### src/rtl/dvi_lane_gearbox_if.sv
// Symbol handshake between the TMDS encoder (master) and the lane gearbox (slave).
interface dvi_lane_gearbox_if;
    logic [9:0] sym_in;
    logic       sym_valid;
    logic       sym_ready;

    modport master (output sym_in, output sym_valid, input sym_ready);
    modport slave  (input sym_in, input sym_valid, output sym_ready);
endinterface

### src/rtl/dvi_lane_gearbox.sv
// Per-lane 10:2 TMDS gearbox in the 5x pixel clock domain: one rise/fall bit pair per cycle,
// LSB first, with a one-symbol hold buffer and idle substitution on underrun.
module dvi_lane_gearbox #(
    parameter logic [9:0] IDLE_SYMBOL = 10'b1101010100
) (
    input  logic                      clk_x5,
    input  logic                      rst_n_x5,
    dvi_lane_gearbox_if.slave         sym,
    input  logic                      force_idle,
    input  logic                      underrun_clr,
    output logic                      d_rise,
    output logic                      d_fall,
    output logic                      phase0,
    output logic                      underrun,
    output logic                      underrun_sticky
);

    localparam logic [2:0] PhaseFirst = 3'd0;
    localparam logic [2:0] PhaseLoad  = 3'd4;

    logic [9:0] sr_q, sr_d;
    logic [9:0] hold_q, hold_d;
    logic [2:0] phase_q, phase_d;
    logic       hold_full_q, hold_full_d;
    logic       underrun_q, underrun_d;
    logic       sticky_q, sticky_d;
    logic       phase0_q, phase0_d;
    logic       is_load, load_take, accept;

    assign is_load       = (phase_q == PhaseLoad);
    assign load_take     = is_load & ~force_idle & hold_full_q;
    assign sym.sym_ready = ~hold_full_q | load_take;
    assign accept        = sym.sym_valid & sym.sym_ready;

    always_comb begin
        phase_d    = is_load ? PhaseFirst : phase_q + 3'd1;
        // phase0 is registered so the pad-facing outputs all come straight from flops
        phase0_d   = is_load;
        sr_d       = {2'b00, sr_q[9:2]};
        underrun_d = 1'b0;
        if (is_load) begin
            if (force_idle) begin
                sr_d = IDLE_SYMBOL;
            end else if (hold_full_q) begin
                sr_d = hold_q;
            end else begin
                sr_d       = IDLE_SYMBOL;
                underrun_d = 1'b1;
            end
        end
    end

    always_comb begin
        hold_full_d = hold_full_q;
        if (load_take) hold_full_d = 1'b0;
        // A refill in the load cycle keeps the buffer full for back-to-back streaming
        if (accept) hold_full_d = 1'b1;
        hold_d   = accept ? sym.sym_in : hold_q;
        sticky_d = underrun_d ? 1'b1 : (underrun_clr ? 1'b0 : sticky_q);
    end

    always_ff @(posedge clk_x5 or negedge rst_n_x5) begin
        if (!rst_n_x5) begin
            sr_q        <= IDLE_SYMBOL;
            phase_q     <= PhaseFirst;
            phase0_q    <= 1'b1;
            hold_full_q <= 1'b0;
            underrun_q  <= 1'b0;
            sticky_q    <= 1'b0;
        end else begin
            sr_q        <= sr_d;
            phase_q     <= phase_d;
            phase0_q    <= phase0_d;
            hold_full_q <= hold_full_d;
            underrun_q  <= underrun_d;
            sticky_q    <= sticky_d;
        end
    end

    // Buffer contents are meaningless while hold_full is low, so no reset is needed
    always_ff @(posedge clk_x5) begin
        hold_q <= hold_d;
    end

    assign d_rise          = sr_q[0];
    assign d_fall          = sr_q[1];
    assign phase0          = phase0_q;
    assign underrun        = underrun_q;
    assign underrun_sticky = sticky_q;

endmodule

### src/flat_wrapper.sv
// flat-port wrapper written by rule: the top's interface ports become plain ports
module dvi_lane_gearbox_flat 
#(
    parameter logic [9:0] IDLE_SYMBOL = 10'b1101010100
)
  (clk_x5, rst_n_x5, force_idle, underrun_clr, d_rise, d_fall, phase0, underrun, underrun_sticky, sym_sym_in, sym_sym_valid, sym_sym_ready);
  dvi_lane_gearbox_if sym_i ();
  input  logic clk_x5;
  input  logic rst_n_x5;
  input  logic force_idle;
  input  logic underrun_clr;
  output logic d_rise;
  output logic d_fall;
  output logic phase0;
  output logic underrun;
  output logic underrun_sticky;
  input wire logic [$bits(sym_i.sym_in)-1:0] sym_sym_in;
  input wire logic [$bits(sym_i.sym_valid)-1:0] sym_sym_valid;
  output wire logic [$bits(sym_i.sym_ready)-1:0] sym_sym_ready;
  assign sym_i.sym_in = sym_sym_in;
  assign sym_i.sym_valid = sym_sym_valid;
  assign sym_sym_ready = sym_i.sym_ready;
  dvi_lane_gearbox #(.IDLE_SYMBOL(IDLE_SYMBOL)) u_core (.clk_x5(clk_x5), .rst_n_x5(rst_n_x5), .sym(sym_i), .force_idle(force_idle), .underrun_clr(underrun_clr), .d_rise(d_rise), .d_fall(d_fall), .phase0(phase0), .underrun(underrun), .underrun_sticky(underrun_sticky));
endmodule
### config.mk
export PLATFORM = sky130hd
export DESIGN_NAME = dvi_lane_gearbox_flat
export DESIGN_NICKNAME = d
export VERILOG_FILES = /design/src/rtl/dvi_lane_gearbox_if.sv /design/src/rtl/dvi_lane_gearbox.sv /design/src/flat_wrapper.sv
export SDC_FILE = /design/constraint.sdc
export NUM_CORES = 1
export LEC_CHECK = 0
export ABC_AREA = 1
export CAP_MARGIN = 20
export CORE_MARGIN = 1
export CORE_UTILIZATION = 42
export CTS_BUF_LIST = sky130_fd_sc_hd__clkbuf_8
export DETAILED_ROUTE_END_ITERATION = 7
export PLACE_DENSITY_LB_ADDON = 0.3
export SYNTH_ARGS = -nofsm -noshare
export SYNTH_HDL_FRONTEND = slang
export SYNTH_SLANG_ARGS = --single-unit
### constraint.sdc
create_clock -name clk_x5 -period 4.3 [get_ports clk_x5]
set_input_delay 1.075 -clock clk_x5 [delete_from_list [all_inputs] [get_ports clk_x5]]
set_output_delay 1.075 -clock clk_x5 [all_outputs]
set_load 0.05 [all_outputs]
==> metrics.txt <==
Tmin final 3.83 ns; CP Max Fanout 5; pre-CTS setup slack 0.471 ns; Worst-Skew Late Latency 0.27 ns; IO Pins 21; largest net degree at the start of global routing 18; Area contributors post-synth edfxtp_1 29%, dfrtp_1 27%, dfstp_2 15%; total power draw 0.445 mW; Slew @ Worst Pin 0.955 ns; Post-synth top cells 23 x nand2_1, 11 x dfrtp_1, 10 x edfxtp_1; Setup TNS 0 ns; fin nets 122; Max Cap Viol 0; Max Clock Freq 261 MHz; Antenna Nets Post-Route 0; R2R cell count 4; cell row count 17; critical path, cell by cell clkdlybuf4s50_1, inv_1, nand3_1, nand2_1, clkdlybuf4s50_1; post-synthesis cell area 1030 µm²; critical path's most frequent cell clkdlybuf4s50_1; Largest stage delay, worst path 0.80 ns; DP Area 1240 µm²; PortBufs 20; Die Wd 51.5 µm; dpl hpwl 1010 µm; DRC violations left 0; cells after synthesis 82; setup bufs post-CTS 0; Setup CP Type in -> out; Vias 608; top-count cell post-synth nand2_1; outcome completed; Initial Utilization 0.457; clock buffer count from CTS 3; gpl congestion 0.664; Post-Route WL 1500 µm; leak pwr 0.566 nW; cts hold-fix bufs 0; Bufs and invs on worst path 3; nature of the critical path endpoint output pin; period utilisation layout 0.892; final worst setup slack 0.466 ns; Syn Nets 99; post_cts resized 0; worst hold path depth 2; startpoint types input port; Seq/Total Area, Yosys 0.711; vias in the first global route 554; Root Buffer clkbuf_8; ratio of cells with drive above 1 in the final layout 0.144; synthesized area per cell 12.6 µm²; Async SR Flop Fraction 0.630; Req. time, crit path 3.22 ns; clock slew at reported path FFs 0.09 ns; #FFs+latches synth 27; Final Hold Vio Count 0; HP Class reg -> reg; Top delay family on crit path buffers and inverters; Synth warnings 0; final clock skew 0.00473 ns; CTS tree built; top-area cell type share of the netlist area 0.291; initial antenna violation count 0; cell taking the most area after synthesis edfxtp_1; Worst Path Arrival 2.76 ns; vias per cell 4.61; Yosys cell types 19; critical path depth 5; DIE AREA 2660 µm²; Initial DRC Count 6; chip height 51.5 µm; Pins Over Slew Limit 0; Final Setup Violations 0; RSZ-0062 raised after global routing false; Avg WL per Cell 11.4 µm; area grow syn2layout 25.1%; first-pass GRT wire length 2640 µm; clock sink total 27; design area 1290 µm²; Fin Hold WS 0.455 ns; Synth Flop Type dfrtp_1; Worst VDD drop 0.000251 V; Post-synth EDFFs 10; H-Tree Depth 1; Rel. slew slack 0.363; grt ovf 0; worst-case clock buffer depth 2; Global Route Usage Sum 0.141; Core ar. 2250 µm²; PD cells 345 nW/µm²; Antenna diodes 0; slowest CP cell clkdlybuf4s50_1; Pre-Repair DR Iteration Count 2
## worst reg2reg max path: cells and delay by family, from the launching register on
kind | cells | cell delay (ns)
and+or+nand+nor | 1 | 0.16
AOI/OAI and AO/OA | 1 | 0.77
adders and majority gates | 1 | 0.21
buffers and inverters | 1 | 0.07
DFF | 1 | 0.41
## state kept, by name, summed over array words and instances, names as in the netlist
name and count:
u_core.phase0 1, u_core.hold_full_q 1, u_core.underrun 1, u_core.phase_q 3, u_core.hold_q 10, u_core.underrun_sticky 1, u_core.sr_q 10
## layer usage
metal  up-vias  part of all wire  track usage
met5         -                 0            0
met4         0             0.011       0.0811
met3         2             0.029       0.0263
met2        11              0.50        0.197
met1       289              0.46        0.204
li1        306                 -            -
## worst paths after layout
| path | from | endpoint | slack, ns |
|---|---|---|---|
| setup reg to reg | u_core.phase_q[0] | u_core.hold_q[8] | 2.31 |
| hold / removal | u_core.sr_q[4] | u_core.sr_q[2] | 0.46 |
| setup / recovery | force_idle | sym_sym_ready | 0.47 |
| hold reg to reg | u_core.sr_q[4] | u_core.sr_q[2] | 0.46 |
| max in group asynchronous | rst_n_x5 | u_core.phase_q[1] | 2.60 |
| min in group asynchronous | rst_n_x5 | u_core.sr_q[7] | 1.24 |
## power by group
| group | leakage [nW] | switching (mW) | total, mW | internal [mW] |
|---|---|---|---|---|
| Clock | 0.0217 | 0.0777 | 0.143 | 0.0657 |
| Combinational | 0.248 | 0.0156 | 0.0310 | 0.0155 |
| Sequential | 0.297 | 0.000474 | 0.271 | 0.270 |
## area by class of cell
type | count | area [µm²]
sequential | 27 | 733
tap | 28 | 35.0
clock buffer | 3 | 41.3
inverter | 9 | 36.3
timing repair buffer | 20 | 200
clock inverter | 1 | 7.51
multi-input combinational | 44 | 236
fill | 210 | 965
## layout by cell type, fill, tap and decap left out
cell type	n
nand2_1	23
clkdlybuf4s50_1	20
dfrtp_1	11
edfxtp_1	10
inv_1	8
dfstp_2	6
nand3_1	4
nor2_1	3
nand3b_1	3
clkbuf_8	3
o21ai_1	2
nand3_2	2
ha_1	2
nand2_4	1
inv_4	1
nor2_4	1
a21oi_1	1
xnor2_1	1
o21ai_0	1
clkinvlp_4	1
## cells by family after synthesis
group | after synthesis | synth area share
flops | 27 | 0.711
simple gates | 37 | 0.177
compound gates | 4 | 0.0194
xor+xnor | 1 | 0.00850
buf+inv | 11 | 0.0595
fa+ha+maj | 2 | 0.0243
## through the flow
stage / cells / util
4_1_cts: 132 / 0.572
5_1_grt: 132 / 0.572
3_5_place_dp: 128 / 0.550
3_3_place_gp: 128 / 0.550
6_report: 132 / 0.572
2_1_floorplan: 82 / -
No activity file was read; power rests on OpenSTA's default activity.
